<file path="config.mk">
export PLATFORM = sky130hd
export DESIGN_NAME = eth_fcs_check
export DESIGN_NICKNAME = d
export VERILOG_FILES = /design/src/rtl/eth_fcs_check.sv
export SDC_FILE = /design/constraint.sdc
export NUM_CORES = 1
export LEC_CHECK = 0
export BUFFER_PORTS_ARGS = -buffer_cell sky130_fd_sc_hd__clkbuf_2
export CAP_MARGIN = 40
export CORE_ASPECT_RATIO = 1.75
export CORE_MARGIN = 2
export CORE_UTILIZATION = 63
export CTS_CLUSTER_DIAMETER = 50
export DETAILED_ROUTE_END_ITERATION = 8
export PLACE_DENSITY = 0.89
export REMOVE_ABC_BUFFERS = 1
export SLEW_MARGIN = 10
export SYNTH_ARGS = -nofsm -noshare
export SYNTH_HDL_FRONTEND = slang
export SYNTH_SLANG_ARGS = --single-unit
</file>
<file path="constraint.sdc">
create_clock -name clk -period 21.4 [get_ports clk]
set_input_delay 2.14 -clock clk [delete_from_list [all_inputs] [get_ports clk]]
set_output_delay 2.14 -clock clk [all_outputs]
set_load 0.1 [all_outputs]
</file>
<file path="src/rtl/eth_fcs_check.sv">
// Receive-side FCS checker for the 64-bit XGMII RX path: tracks /S/../T/ frame
// boundaries, runs CRC-32 over all post-SFD bytes, reports per-frame status and counts.
module eth_fcs_check #(
    parameter int unsigned MIN_LEN   = 64,
    parameter int unsigned MAX_LEN   = 1518,
    parameter int unsigned CNT_WIDTH = 32
) (
    input  logic                 clk,
    input  logic                 rst,
    input  logic [7:0]           xgmii_ctrl,
    input  logic [63:0]          xgmii_data,
    output logic                 frame_done,
    output logic                 fcs_ok,
    output logic                 len_err,
    output logic                 ctrl_err,
    output logic                 frame_good,
    output logic [15:0]          frame_len,
    output logic [CNT_WIDTH-1:0] good_cnt,
    output logic [CNT_WIDTH-1:0] bad_cnt
);

    // LSB-first (reflected) register: same arithmetic as the bit-reversed forward
    // blocks, so the good-frame residue appears here as 0xDEBB20E3.
    localparam logic [31:0] RESIDUE = 32'hDEBB20E3;

    typedef enum logic {IDLE, DATA} state_t;

    state_t      state;
    logic [31:0] crc;
    logic [31:0] crc_upd;
    logic [15:0] count;
    logic [15:0] count_upd;
    logic [16:0] count_sum;
    logic [3:0]  k;
    logic [7:0]  lane_k;
    logic        sfd;
    logic        is_term;
    logic        done_now;
    logic        done_crc_ok;
    logic        done_cerr;
    logic        done_lerr;
    logic        done_good;
    logic [15:0] done_len;

    function automatic logic [31:0] crc_byte(input logic [31:0] c, input logic [7:0] b);
        logic [31:0] r;
        r = c ^ {24'h0, b};
        for (int unsigned i = 0; i < 8; i++)
            r = r[0] ? ((r >> 1) ^ 32'hEDB88320) : (r >> 1);
        return r;
    endfunction

    always_comb begin
        // k = lowest lane carrying a control character, 8 when the word is all data
        k      = 4'd8;
        lane_k = '0;
        for (int unsigned i = 8; i > 0; i--) begin
            if (xgmii_ctrl[i-1]) begin
                k      = 4'(i - 1);
                lane_k = xgmii_data[8*(i-1) +: 8];
            end
        end

        sfd     = (xgmii_ctrl == 8'h01) && (xgmii_data[7:0] == 8'hFB) && (xgmii_data[63:56] == 8'hD5);
        is_term = (k != 4'd8) && (lane_k == 8'hFD) && (xgmii_ctrl == (8'hFF << k));

        crc_upd = crc;
        for (int unsigned j = 0; j < 8; j++) begin
            if (4'(j) < k)
                crc_upd = crc_byte(crc_upd, xgmii_data[8*j +: 8]);
        end

        count_sum = {1'b0, count} + {13'h0, k};
        count_upd = count_sum[16] ? '1 : count_sum[15:0];

        done_now    = 1'b0;
        done_crc_ok = 1'b0;
        done_cerr   = 1'b0;
        done_len    = count;
        if (state == DATA && xgmii_ctrl != '0) begin
            done_now = 1'b1;
            if (is_term) begin
                done_len    = count_upd;
                done_crc_ok = (crc_upd == RESIDUE);
            end else begin
                done_cerr = 1'b1;
            end
        end
        done_lerr = (32'(done_len) < MIN_LEN) || (32'(done_len) > MAX_LEN);
        done_good = done_crc_ok && !done_lerr && !done_cerr;
    end

    always_ff @(posedge clk or posedge rst) begin
        if (rst) begin
            state      <= IDLE;
            crc        <= '1;
            count      <= '0;
            frame_done <= 1'b0;
            fcs_ok     <= 1'b0;
            len_err    <= 1'b0;
            ctrl_err   <= 1'b0;
            frame_good <= 1'b0;
            frame_len  <= '0;
            good_cnt   <= '0;
            bad_cnt    <= '0;
        end else begin
            frame_done <= 1'b0;
            case (state)
                IDLE: begin
                    if (sfd) begin
                        state <= DATA;
                        crc   <= '1;
                        count <= '0;
                    end
                end
                DATA: begin
                    if (xgmii_ctrl == '0) begin
                        crc   <= crc_upd;
                        count <= count_upd;
                    end else if (is_term || !sfd) begin
                        state <= IDLE;
                    end else begin
                        // /S/ inside a frame: old frame is reported, new one starts now
                        crc   <= '1;
                        count <= '0;
                    end
                end
                default: state <= IDLE;
            endcase

            if (done_now) begin
                frame_done <= 1'b1;
                fcs_ok     <= done_crc_ok;
                len_err    <= done_lerr;
                ctrl_err   <= done_cerr;
                frame_good <= done_good;
                frame_len  <= done_len;
                if (done_good)
                    good_cnt <= good_cnt + CNT_WIDTH'(1);
                else
                    bad_cnt  <= bad_cnt + CNT_WIDTH'(1);
            end
        end
    end

endmodule

</file>
==> results.md <==
- Crit start category: input port
- Hold path depth: 1
- Status: complete, no violations
- Die Ht: 229 um
- Switch Pwr: about 1.0 mW
- LEAKAGE: 8.69 nW
- Sequential share of the synthesized area: a little under a fifth
- Die extent in x: ~130 um
- Post-CTS Setup Bufs: 0
- Worst Tran Pin Value: slightly above 0.9 ns
- First-pass GRT wire length: approximately 100000 um
- Final core area utilization: approximately 70%
- Ys async rst share: 100%
- Total CTS buffers: 17
- Largest net degree at the start of global routing: 65
- Ys flop type: dfrtp_1
- RSZ-0062 raised after global routing: no
- Critical Path RT: 21.72 ns
- Final setup TNS: 0 ns
- Final WS setup: between 7 and 8 ns
- Reg power frac: a little under an eighth
- Final cell count without fillers: roughly 2600
- Layout cells sized above 1: between 10% and 20%
- Endpoints failing setup: 0
- Power share of the clock group: approximately an eighth
- Grt peak-use layer: met2
- Worst vdd ir: slightly below 70 uV
- Initial detailed-routing violation count: 1657
- Total core area: ~29000 um^2
- Initial core utilization: 63.8%
- Via count of the first global-routing pass: ~17000
- Vias per cell: just under 7
- Placed Instances: 2550
- Via count: ~17000
- Mapped Area: 18300 um^2
- Met2 Usage GRT: just under 80%
- Switching portion of total power: 47.6%
- Root Buffer: clkbuf_16
- Relative slew slack: about two fifths
- Final WL: 69800 um
- Fin. max-slew vios: 0
- Crit path max-delay cell type: xor3_1
- Die area: slightly above 30000 um^2
- Synthesized area per cell: approximately 8.7 um^2
- Yosys reg bits: about 130
- Fin crit share: approximately two thirds
- Setup CP Type: in2reg
- Layout Skew: about 0.013 ns
- Antenna Nets Post-Route: 0
- Cell area after layout: 20000 um^2
- GR Overflow Total: 0
- DR WL/cell: between 20 and 30 um
- Combinational Power Share: approximately three quarters
- Place WS: 6.93 ns
- Hold buffers post-CTS: 0
- CTS HTree Levels: 4
- GRT met1 Usage: a little under half
- Number of max-cap violations: 0
- Post-DP Area: slightly below 20000 um^2
- Sink Count: ~130
- CP max FO: 64
- Net count, final: 2273
- CP arrival: about 15 ns
- Synth-to-layout area growth: 9.26%
- CP max stage delay: approximately 0.62 ns
- Most frequent cells in the layout: xnor2_1 (332), nand2_1 (188), clkbuf_2 (158)
- Initial antenna violation count: 1
- Tmin final: 14.26 ns
- Reg2Reg Depth: 32
- Num ports: about 160
- Resized Gates After CTS: 0
- Commonest non-fill, non-tap cell in the layout: xnor2_1
- CTS Buffer Depth: 2
- Hold Crit Class: reg2reg
- DRC: 0
- Syn. warnings: 0
- Internal: ~1.1 mW
- Fin. Hold Viols: 0
- Clock-pin slew on the worst setup and hold paths: 0.06 ns
- Power, Total: ~2.2 mW
- PwrDens: 109 nW/um^2
- Gr usage total: 45.4%
- DP Wirelength: between 50000 and 60000 um
- Drt pass-1 iters: 6
- Hold WS: between 0.4 and 0.5 ns
- Number of flops mapped to enable cells by yosys: 0
- GR Layer Usage met3: 7.77%
- Synth unique cells: around 100
- CTS tree: built
- Floorplan row count: 82
- Post-Synthesis Cells: between 2000 and 2500
- Final weighted congestion in routability-driven placement: 1.07
- Fmax achieved: 70.1 MHz
- Worst Setup End Kind: flip-flop
- Port Buffer Count: between 150 and 200
- Clk Latency, worst-skew pair: around 0.44 ns
- # diodes: 0
-- synthesized netlist by cell type, drive strengths merged (24+ instances only) --
library cell / number / area (um^2)
mux2i: 70 / 751
nand4: 43 / 269
xnor3: 73 / 1650
and3: 33 / 206
dfstp: 32 / 841
and2: 26 / 163
a21o: 24 / 180
clkbuf: 85 / 319
nor4: 26 / 215
xor2: 154 / 1470
a21oi: 120 / 616
xnor2: 357 / 3390
nor3: 52 / 260
nand2: 190 / 723
nand3: 73 / 365
dfrtp: 102 / 2550
nor2: 159 / 607
o21ai: 120 / 612
inv: 30 / 113
-- path summary, 6_finish.rpt --
path | start | endpoint | slack, ns
min in group asynchronous | rst | good_cnt[10] | 1.77
hold / removal | frame_len[5] | frame_len[5] | 0.48
setup reg to reg | crc[3] | bad_cnt[1] | 8.54
setup / recovery | xgmii_ctrl[0] | bad_cnt[1] | 7.14
max in group asynchronous | rst | crc[29] | 18.44
hold reg to reg | frame_len[5] | frame_len[5] | 0.48
-- kinds of logic (layout without fill, tap and decap cells) --
logic type      after synthesis  after routing  share of synthesized area, %
simple gates                708            708                          19.8
xor+xnor                    605            605                          38.4
compound gates              422            422                          15.1
buf+inv                     136            249                          2.98
flops                       134            134                          18.6
mux                          80             80                          4.72
fa+ha+maj                     7              7                         0.520
-- per-layer routing --
metal,wire length [um],vias to the layer above
met5,8,-
met4,8220,2
met3,4870,413
met2,33800,1123
met1,23000,8281
li1,-,7596
-- flip-flops by register name (all words and copies together) (netlist names) --
name and count:
bad_cnt 32, crc 32, good_cnt 32, count 16, frame_len 16, ctrl_err 1, fcs_ok 1, frame_done 1
frame_good 1, len_err 1, state 1
-- layout make-up --
cell class	instances	area [um^2]
clock buffer	24	513
timing repair buffer	185	1040
sequential	134	3390
fill	2160	8660
clock inverter	8	60.1
tap	378	473
multi-input combinational	1822	14400
inverter	32	123
-- worst max-delay path: cells and delay by family --
family          cells  cell delay, ns
xor+xnor           12            5.18
compound gates     11            3.35
simple gates        6            1.92
buf+inv             5            1.54
mux                 1            0.35
-- power groups by stage --
stage          combinational, mW  clock [mW]  sequential, mW
5_1_grt                     1.72       0.296           0.254
2_1_floorplan               1.22           0           0.258
4_1_cts                     1.60       0.285           0.254
3_3_place_gp                1.58           0           0.258
6_report                    1.64       0.288           0.254
3_5_place_dp                1.59           0           0.258
Note: power is estimated with default switching activity, not from simulation.
